==> src/rtl/afifo_wburst_gen.sv <==
// Write-side burst traffic engine for the async FIFO: turns burst commands into
// winc/wdata writes, honours wfull and abort, and reports completion statistics.
module afifo_wburst_gen #(
   parameter int unsigned DATA_WIDTH = 32,
   parameter int unsigned LEN_WIDTH  = 8
) (
   input  logic                  wclk,
   input  logic                  wrst_n,
   input  logic                  cmd_valid,
   output logic                  cmd_ready,
   input  logic [LEN_WIDTH-1:0]  cmd_len,
   input  logic [DATA_WIDTH-1:0] cmd_base,
   input  logic                  cmd_mode,
   input  logic                  abort,
   input  logic                  wfull,
   output logic                  winc,
   output logic [DATA_WIDTH-1:0] wdata,
   output logic                  busy,
   output logic                  done,
   output logic                  aborted,
   output logic [LEN_WIDTH-1:0]  wr_count,
   output logic [15:0]           stall_cycles
);

   typedef enum logic [1:0] {IDLE, BURST, DONE} state_t;

   state_t                state;
   logic [LEN_WIDTH-1:0]  rem;
   logic                  mode;
   logic [DATA_WIDTH-1:0] next_data;

   // Next word: increment, or shift with feedback from the two top bits
   always_comb begin
      next_data = wdata + DATA_WIDTH'(1);
      if (mode) begin
         next_data = {wdata[DATA_WIDTH-2:0], wdata[DATA_WIDTH-1] ^ wdata[DATA_WIDTH-2]};
      end
   end

   // Write strobe is combinational so a full FIFO blocks the write in the same cycle
   assign winc = (state == BURST) && !wfull && !abort;

   always_ff @(posedge wclk or negedge wrst_n) begin
      if (!wrst_n) begin
         state        <= IDLE;
         rem          <= '0;
         mode         <= 1'b0;
         wdata        <= '0;
         cmd_ready    <= 1'b1;
         busy         <= 1'b0;
         done         <= 1'b0;
         aborted      <= 1'b0;
         wr_count     <= '0;
         stall_cycles <= '0;
      end else begin
         case (state)
            IDLE: begin
               if (cmd_valid) begin
                  rem          <= cmd_len;
                  wdata        <= cmd_base;
                  mode         <= cmd_mode;
                  wr_count     <= '0;
                  stall_cycles <= '0;
                  aborted      <= 1'b0;
                  cmd_ready    <= 1'b0;
                  busy         <= 1'b1;
                  if (cmd_len == '0) begin
                     state <= DONE;
                     done  <= 1'b1;
                  end else begin
                     state <= BURST;
                  end
               end
            end
            BURST: begin
               // Abort takes priority over both stall and a pending final write
               if (abort) begin
                  aborted <= 1'b1;
                  state   <= DONE;
                  done    <= 1'b1;
               end else if (wfull) begin
                  if (stall_cycles != 16'hFFFF) begin
                     stall_cycles <= stall_cycles + 16'd1;
                  end
               end else begin
                  rem      <= rem - LEN_WIDTH'(1);
                  wr_count <= wr_count + LEN_WIDTH'(1);
                  wdata    <= next_data;
                  if (rem == LEN_WIDTH'(1)) begin
                     state <= DONE;
                     done  <= 1'b1;
                  end
               end
            end
            DONE: begin
               state     <= IDLE;
               done      <= 1'b0;
               busy      <= 1'b0;
               cmd_ready <= 1'b1;
            end
            default: begin
               state     <= IDLE;
               done      <= 1'b0;
               busy      <= 1'b0;
               cmd_ready <= 1'b1;
            end
         endcase
      end
   end

endmodule

==> config.mk <==
export PLATFORM = sky130hd
export DESIGN_NAME = afifo_wburst_gen
export DESIGN_NICKNAME = d
export VERILOG_FILES = /design/src/rtl/afifo_wburst_gen.sv
export SDC_FILE = /design/constraint.sdc
export NUM_CORES = 1
export LEC_CHECK = 0
export ABC_AREA = 1
export ABC_CLOCK_PERIOD_IN_PS = 4200
export BUFFER_PORTS_ARGS = -buffer_cell sky130_fd_sc_hd__buf_4
export CAP_MARGIN = 5
export CORE_MARGIN = 2
export CORE_UTILIZATION = 60
export DETAILED_ROUTE_END_ITERATION = 8
export PLACE_DENSITY = 0.87
export SETUP_SLACK_MARGIN = 0.2
export SLEW_MARGIN = 20
export SYNTH_ARGS = -nofsm -noshare
export SYNTH_HDL_FRONTEND = slang
export SYNTH_SLANG_ARGS = --single-unit
==> constraint.sdc <==
create_clock -name wclk -period 4.2 [get_ports wclk]
set_clock_uncertainty 0.05 [all_clocks]
set_input_delay 0.21 -clock wclk [delete_from_list [all_inputs] [get_ports wclk]]
set_output_delay 0.21 -clock wclk [all_outputs]
set_load 0.03 [all_outputs]
Word-level counts from Yosys, hierarchy flattened
Cells that the tools add are included.
- flip-flop bits (word level): 71
- input bits: 46
- output and inout port bits: 61
- logic and storage cells: 78
- $add $sub $neg: 4
- equal/unequal tests: 12
- mux-type cells: 36
- bitwise gates (word level): 2
- reduce and logical (&&, ||, !) cells: 14
- operators by type and width (kind ; number):
    two-way mux 32 bit ; 4
    two-way mux 16 bit ; 4
    case mux 32 bit (2 select lines) ; 1
    two-way mux 8 bit ; 6
    adder 32 x 1 -> 32 bit (second input constant) ; 1
    case mux 16 bit (2 select lines) ; 1
    case mux 8 bit (2 select lines) ; 2
    adder 16 x 1 -> 16 bit (second input constant) ; 1
    inequality test 16 bit (second input constant) ; 1
    inequality test 2 bit (second input constant) ; 6
    two-way mux 2 bit ; 5
    adder 8 x 1 -> 8 bit (second input constant) ; 1
    == test 8 x 1 -> 1 bit (second input constant) ; 1
    zero test 8 bit ; 1
    two-way mux 1 bit ; 8
    case mux 1 bit (2 select lines) ; 4
    AND reduction 4 bit ; 2
    subtractor 8 x 1 -> 8 bit (second input constant) ; 1
    AND reduction 3 bit ; 2
    AND reduction 5 bit ; 1
    case mux 2 bit (2 select lines) ; 1
    AND reduction 2 bit ; 2
    inequality test 3 x 2 -> 1 bit (second input constant) ; 1
    inequality test 3 bit (second input constant) ; 1
    other kinds (8) ; 10

Depth between registers and ports, before layout
Gate-level depths: netlist of run 1.
- depth in word-level cells: 5
- gate-level depth with buffers: 10

Least setup slack after synthesis of run 1
OpenSTA, ideal clock, no wires.
- kind: register to register
- from: reg stall_cycles[0]
- to: reg stall_cycles[5]
- arrival time: 1.696 ns
- data required time: 4.022 ns
- path slack: 2.326 ns
- stages on the path, launching flop included: 10
- path buffers: 1
- cell sequence: dfrtp_1 > ha_1 > nand2_1 > nor3_2 > nand4_1 > nand2_1 > inv_2 > buf_4 > nand2_1 > o21ai_0
- cells in the longest elaborated chain, start to end: 5
- ends and longest elaborated chain (item ; line ; RTL):
    start: declaration ; 22 ; output logic [15:0] stall_cycles
    start signal: assignment ; 83 ; stall_cycles <= stall_cycles + 16'd1;
    adder 16 x 1 -> 16 bit ; 83 ;
    two-way mux 16 bit ; 82 ; if (stall_cycles != 16'hFFFF) begin
    two-way mux 16 bit ; 81 ; end else if (wfull) begin
    two-way mux 16 bit ; 77 ; if (abort) begin
    case mux 16 bit (2 select lines) ; 56 ; case (state)
Several ways; a longest one is shown, not always the timed one. The select of a mux whose other input is x is not followed.
A chain may end at the register's enable or synchronous reset.

Worst setup path in the final report of run 1
- from: reg state[0]
- to: reg rem[3]
- cells in the longest elaborated chain, start to end: 3
- ends and longest elaborated chain (item ; line ; RTL):
    start: declaration ; 27 ; state_t state;
    start signal: assignment ; 45 ; state <= IDLE;
    start signal: assignment ; 68 ; state <= DONE;
    start signal: assignment ; 71 ; state <= BURST;
    == test 2 x 1 -> 1 bit or zero test 2 bit (tied branches) ; 56 ;
    inequality test 2 bit (no source line) or nonzero test 2 bit (tied branches) ; -- ;
    AND reduction 4 bit (no source line) ; -- ;
    end signal: assignment ; 59 ; rem <= cmd_len;
    end signal: assignment ; 86 ; rem <= rem - LEN_WIDTH'(1);
    end: declaration ; 28 ; logic [LEN_WIDTH-1:0] rem;
Several ways; a longest one is shown, not always the timed one.

==> flow_metrics.env, run 1 <==
export IMPL_drv_slew=0
export IMPL_grt_pass1_wl_mm=22.6
export IMPL_synth_compound_area_share_pct=18.7
export IMPL_clk_pin_slew_ps=80
export IMPL_die_w_um=94.9
export IMPL_htreeDepth=3
export IMPL_busiest_layer="met2"
export IMPL_hold_path_class="primary input to flop"
export IMPL_post_dp_cell_area_um2=5750
export IMPL_r2r_start="state[0]$_DFFE_PN0P_"
export IMPL_path_max_fanout=40
export IMPL_postLayoutCellArea_um2=5980
export IMPL_use_met1_pct=40.2
export IMPL_wire_per_inst_um=14.7
export IMPL_switching_power_w=0.00228
export IMPL_leakage_nw=2.92
export IMPL_setup_viol=0
export IMPL_start_kind="flop"
export IMPL_irDropWorstVdd_mv=0.459
export IMPL_dp_hpwl_mm=9.60
export IMPL_synth_adder_area_share_pct=1.26
export IMPL_min_period_ps=2800
export IMPL_yosysWarnings=0
export IMPL_nFillCells=640
export IMPL_io_buffer_count=106
export IMPL_post_route_period_util_pct=66.7
export IMPL_crit_path_end="rem[3]$_DFFE_PN0P_"
export IMPL_worstSkewPairLatency_ps=360
export IMPL_rows=33
export IMPL_viasPerCell=5.76
export IMPL_reg2reg_to="rem[3]$_DFFE_PN0P_"
export IMPL_die_h_um=94.9
export IMPL_fin_setup_tns_ps=0
export IMPL_layout_nets=878
export IMPL_required_ps=4380
export IMPL_async_flop_share_pct=100
export IMPL_ios=107
export IMPL_fmax_mhz=357
export IMPL_antenna_found_initial=0
export IMPL_mappedNetlistArea_um2=4960
export IMPL_grt_use_total_pct=31.7
export IMPL_synth_xor_area_share_pct=3.18
export IMPL_synth_edf_count=0
export IMPL_ctsResizeCount=0
export IMPL_drive_gt1_share_pct=17.5
export IMPL_critPathSlowestCell="inv_2"
export IMPL_p_clk_share_pct=14.2
export IMPL_cts_tree="built"
export IMPL_syn_area_per_cell_um2=6.77
export IMPL_use_met2_pct=52.1
export IMPL_grt_pass1_vias=5101
export IMPL_numClockSinks=71
export IMPL_routed_wirelength_mm=13.7
export IMPL_start_util_pct=61.0
export IMPL_cts_buffer_depth=2
export IMPL_rsz0062_at_grt="no"
export IMPL_drt_pass1_iter_count=5
export IMPL_synth_fp_nets=784
export IMPL_tightest_slew_ps=908
export IMPL_overflow=0
export IMPL_whs_ps=19.8
export IMPL_synth_top_family_by_area="simple AND/OR/NAND/NOR gates"
export IMPL_synth_mux_area_share_pct=0
export IMPL_ant_nets=0
export IMPL_p_sw_share_pct=52.1
export IMPL_die_area_um2=9010
export IMPL_diodes=0
export IMPL_synth_cell_types=43
export IMPL_ctsHoldBuffers=1
export IMPL_coreArea_um2=8130
export IMPL_cts_buffers=9
export IMPL_drv_cap=0
export IMPL_synth_seq_area_share_pct=35.8
export IMPL_power_frac_comb_pct=57.1
export IMPL_ys_flop_type="dfrtp_1"
export IMPL_worstSetupPathType="flop to flop"
export IMPL_gp_congestion=0.965
export IMPL_synthSimpleGateAreaFrac_pct=32.2
export IMPL_cts_setup_buffers=0
export IMPL_r2r_slack_ps=1400
export IMPL_synth_cells=733
export IMPL_finalHoldViolations=0
export IMPL_status="completed"
export IMPL_drc_errors=0
export IMPL_power_frac_seq_pct=28.8
export IMPL_syn2layout_area_growth_pct=20.6
export IMPL_arrival_ps=2980
export IMPL_route_vias_total=5393
export IMPL_intPower_w=0.00210
export IMPL_relSlewSlack_pct=39.5
export IMPL_crit_path_start="state[0]$_DFFE_PN0P_"
export IMPL_met3_usage_pct=5.35
export IMPL_cpPeakStageDelay_ps=550
export IMPL_p_per_area_nw_per_um2=733
export IMPL_grt_max_degree=72
export IMPL_ys_ff_latch=71
export IMPL_crit_path_cell_trace="inv_2, nor2_8, nand2_2, nand2_2, o21ai_4, buf_4, inv_4, a21oi_1, a21oi_1"
export IMPL_drt_iter0_drc=475
export IMPL_cts_root_buf="clkbuf_8"
export IMPL_reg2reg_depth=9
export IMPL_end_kind="flop"
==> registers in the layout, indices dropped and copies added, names as in the netlist <==
signal / cells
aborted: 1
cmd_ready: 1
rem: 8
mode: 1
wr_count: 8
stall_cycles: 16
done: 1
state: 2
wdata: 32
busy: 1
==> worst max-delay path, delay by kind of cell (launching register included) <==
family	cells	cell delay [ps]
AND/OR/NAND/NOR	3	430
flip-flops	1	440
AO/OA/AOI/OAI	3	530
buffers and inverters	3	1200
==> layout by cell type, fill, tap and decap left out, types with 2 or more instances in the layout <==
cell | netlist | layout
nand2_1 | 208 | 208
buf_4 | 3 | 108
nor2_1 | 84 | 84
a21oi_1 | 72 | 72
inv_1 | 70 | 70
dfrtp_1 | 70 | 70
nand3_1 | 54 | 54
o21ai_0 | 28 | 28
o21ai_1 | 18 | 18
xor2_1 | 16 | 16
a21boi_1 | 15 | 15
a22oi_1 | 12 | 12
nand4_1 | 9 | 9
clkbuf_8 | 0 | 9
nor3_1 | 5 | 5
ha_1 | 5 | 5
o211ai_1 | 4 | 4
inv_2 | 3 | 3
nand2_2 | 3 | 3
nor3_2 | 3 | 3
a31o_2 | 3 | 3
nor2_2 | 2 | 2
nor3b_2 | 2 | 2
xnor2_1 | 2 | 2
nand3b_1 | 2 | 2
o221ai_1 | 2 | 2
o31ai_1 | 2 | 2
clkinv_2 | 0 | 2
bufinv_16 | 0 | 2
==> final cells by class <==
cell class | count | area [um^2] | share of cell area, %
Multi-Input combinational cell | 561 | 2750 | 46.0
Sequential cell | 71 | 1780 | 29.7
Timing Repair Buffer | 109 | 821 | 13.7
Inverter | 75 | 284 | 4.75
Tap cell | 105 | 131 | 2.20
Clock buffer | 9 | 124 | 2.07
Clock inverter | 7 | 95.1 | 1.59
==> cells in the mapped netlist, types with 12 or more instances <==
master	count	area (um^2)
nand2_1	208	781
nor2_1	84	315
a21oi_1	72	360
dfrtp_1	70	1750
inv_1	70	263
nand3_1	54	270
o21ai_0	28	140
o21ai_1	18	90.1
xor2_1	16	140
a21boi_1	15	113
clkbuf_1	14	52.6
a22oi_1	12	90.1
==> power groups by stage <==
stage	clock [W]	combinational (W)	sequential [W]
floorplan	0	0.00148	0.00156
global placement	0	0.00240	0.00125
detailed placement	0	0.00247	0.00126
CTS	0.000623	0.00249	0.00125
global route	0.000655	0.00278	0.00129
finish	0.000621	0.00250	0.00126
==> through the flow <==
| step | cells | total power, W | utilization [%] | worst slack [ps] |
|---|---|---|---|---|
| 4_1_cts | 937 | 0.00436 | 73.6 | 1440 |
| 3_3_place_gp | 920 | 0.00365 | 70.7 | 1570 |
| 6_report | 937 | 0.00438 | 73.6 | 1400 |
| 5_1_grt | 937 | 0.00473 | 73.6 | 1210 |
| 2_1_floorplan | 733 | 0.00304 | - | 2330 |
| 3_5_place_dp | 920 | 0.00373 | 70.7 | 1460 |
==> routing by layer <==
metal | vias to the layer above | share of wire (%)
li1 | 2596 | -
met1 | 2470 | 40
met2 | 265 | 48
met3 | 62 | 8.0
met4 | 0 | 4.2
met5 | - | 0
==> how the worst min path moves through the flow <==
stage | start | end | slack, ps | cells past startpoint
5_1_grt | cmd_mode | mode$_DFFE_PN0P_ | 20 | 3
3_5_place_dp | wrst_n | wdata[16]$_DFFE_PN0P_ | 350 | 1
3_3_place_gp | wrst_n | wdata[16]$_DFFE_PN0P_ | 340 | 1
2_1_floorplan | wrst_n | aborted$_DFFE_PN0P_ | -140 | 0
4_1_cts | cmd_mode | mode$_DFFE_PN0P_ | 20 | 3
6_report | cmd_mode | mode$_DFFE_PN0P_ | 20 | 3
==> kinds of logic after synthesis <==
| group | after synthesis |
|---|---|
| and+or+nand+nor | 377 |
| xor gates and xnor gates | 18 |
| AOI/OAI and AO/OA | 161 |
| DFF | 71 |
| adders and majority gates | 5 |
| buffers and inverters | 101 |
No activity file was read; power rests on OpenSTA's default activity.
==> run 2, diff against run 1 <==
ABC_AREA = 0   (was 1)
ABC_CLOCK_PERIOD_IN_PS = 2450   (was 4200)
CORE_UTILIZATION = 49   (was 60)
PLACE_DENSITY = 0.77   (was 0.87)
clock period = 2.45 ns   (was 4.2 ns; I/O delays follow)
==> flow_metrics.env, run 2 <==
export IMPL_status="completed"
export IMPL_fmax_mhz=473
export IMPL_end_kind="output port"
export IMPL_grt_use_total_pct=26.7
export IMPL_min_period_ps=2110
export IMPL_synth_adder_area_share_pct=1.37
export IMPL_yosysMostFrequentCell="dfrtp_1"
export IMPL_syn_area_per_cell_um2=8.34
export IMPL_irDropWorstVdd_mv=0.750
export IMPL_required_ps=2280
export IMPL_io_buffer_count=106
export IMPL_ios=107
export IMPL_top_layer="met4"
export IMPL_viasPerCell=6.07
export IMPL_wl_met1_mm=6.11
export IMPL_ant_nets=0
export IMPL_rsz0062_at_grt="yes"
export IMPL_drive_gt1_share_pct=24.4
export IMPL_synth_fp_nets=597
export IMPL_postLayoutCellArea_um2=5810
export IMPL_relSlewSlack_pct=37.5
export IMPL_mappedNetlistArea_um2=4550
export IMPL_coreArea_um2=9110
export IMPL_fin_setup_tns_ps=0
export IMPL_routed_wirelength_mm=13.4
export IMPL_final_cell_mix="buf_4 (124), nor2_1 (69), dfrtp_1 (68)"
export IMPL_synth_top_family_by_area="simple AND/OR/NAND/NOR gates"
export IMPL_layout_nets=707
export IMPL_synthSimpleGateAreaFrac_pct=24.6
export IMPL_drc_errors=0
export IMPL_grt_pass1_wl_mm=21.5
export IMPL_die_w_um=100
export IMPL_route_vias_total=4689
export IMPL_arrival_ps=1940
export IMPL_htreeDepth=3
export IMPL_leakage_nw=2.56
export IMPL_die_h_um=100
export IMPL_tightest_slew_ps=937
export IMPL_worstSetupPathType="flop to output port"
export IMPL_path_max_fanout=11
export IMPL_synth_area_leaders="dfrtp_1 (38%), a21oi_1 (6.3%), nor2_1 (5.7%)"
export IMPL_wire_per_inst_um=17.4
export IMPL_grt_max_degree=72
export IMPL_synth_top_cell_area_share_pct=38.5
export IMPL_die_area_um2=10100
export IMPL_synth_xor_area_share_pct=4.62
export IMPL_p_per_area_nw_per_um2=1150
export IMPL_hold_path_class="primary input to flop"
export IMPL_cts_buffers=9
export IMPL_wl_met3_um=833
export IMPL_numClockSinks=71
export IMPL_async_flop_share_pct=100
export IMPL_start_kind="flop"
export IMPL_cts_root_buf="clkbuf_8"
export IMPL_dp_hpwl_mm=9.19
export IMPL_clk_pin_slew_ps=90
export IMPL_drv_cap=0
export IMPL_drt_iter0_drc=305
export IMPL_post_dp_cell_area_um2=5490
export IMPL_layout_commonest_cell="buf_4"
export IMPL_finalHoldViolations=0
export IMPL_drv_slew=0
export IMPL_grt_pass1_vias=4312
export IMPL_synth_area_leader_cell="dfrtp_1"
export IMPL_ys_ff_latch=71
export IMPL_antenna_found_initial=0
export IMPL_setup_viol=0
export IMPL_synth_mux_area_share_pct=1.76
export IMPL_regMostFlops="wdata"
export IMPL_cts_buffer_depth=2
export IMPL_post_route_period_util_pct=86.3
export IMPL_synth_cells=546
export IMPL_synth_edf_count=0
export IMPL_start_util_pct=50.0
export IMPL_reg_top3="wdata x32, stall_cycles x16"
export IMPL_cts_setup_buffers=0
export IMPL_synth_common_cells="dfrtp_1 (70), nor2_1 (69), a21oi_1 (57)"
export IMPL_yosysWarnings=0
export IMPL_gp_congestion=0.885
export IMPL_largest_reg_flops=32
export IMPL_ys_flop_type="dfrtp_1"
export IMPL_cts_tree="built"
export IMPL_drt_pass1_iter_count=5
export IMPL_synth_compound_area_share_pct=23.5
export IMPL_synth_cell_types=65
export IMPL_met2_length_mm=6.34
export IMPL_diodes=0
export IMPL_synth_seq_area_share_pct=39.0
export IMPL_rows=35
export IMPL_syn2layout_area_growth_pct=27.6
export IMPL_overflow=0
export IMPL_worstSkewPairLatency_ps=360
run 2: timing repair:
| item | 4_1_cts | 5_1_grt |
|---|---|---|
| hold buffers | 11 | 0 |
| hold endpoints to repair | 80 | 0 |
| endpoints found under the setup margin | 0 | 8 |
| resized for setup | 0 | 6 |
run 2: layout make-up:
class | count | area [um^2]
multi-input combinational | 421 | 2580
clock buffer | 9 | 124
tap | 111 | 139
clock inverter | 7 | 57.6
inverter | 17 | 67.6
timing repair buffer | 136 | 1060
fill | 793 | 3300
sequential | 71 | 1780
run 2: worst paths after layout:
path	to	start	slack, ps	depth (start not counted)
max in group asynchronous	wdata[11]$_DFFE_PN0P_	wrst_n	1300	2
max reg2reg	stall_cycles[3]$_DFFE_PN0P_	state[0]$_DFFE_PN0P_	340	5
min	state[0]$_DFFE_PN0P_	cmd_valid	10	3
min reg2reg	cmd_ready$_DFFE_PN1P_	cmd_ready$_DFFE_PN1P_	440	2
max	winc	state[1]$_DFFE_PN0P_	340	4
min in group asynchronous	stall_cycles[9]$_DFFE_PN0P_	wrst_n	390	2
run 2: cell families after synthesis:
family | count (synthesis)
flops | 71
compound gates | 165
mux | 8
fa+ha+maj | 5
buf+inv | 54
xor+xnor | 24
simple gates | 219
run 2: where the power goes:
group          leakage, nW  switching, W  internal, W  total, W
Clock               0.0820      0.000510     0.000376  0.000886
Sequential           0.893      0.000608      0.00158   0.00219
Combinational         1.58       0.00222      0.00137   0.00359
Total                 2.56       0.00334      0.00333   0.00666
run 2: critical path: stages, from the launching register on:
cell        delay, ps
dfrtp_1           520
nand2b_1          220
or3_1             380
clkinvlp_4        240
buf_4             210
run 2: routing by layer:
layer / track usage [%] / vias up
met4: 8.64 / 0
met3: 4.67 / 12
met1: 38.1 / 2249
met2: 41.5 / 187
li1: - / 2241
met5: 0 / -
run 2: metrics by stage:
step           utilization (%)  hold WS [ps]  setup WS [ps]  power [W]  cells
5_1_grt                   63.8          7.99            133    0.00711    772
2_1_floorplan                -          -223            311    0.00449    546
3_5_place_dp              60.3           274            260    0.00572    745
6_report                  63.8          11.8            336    0.00666    772
3_3_place_gp              60.3           267            364    0.00562    745
4_1_cts                   63.5         0.360            219    0.00663    772
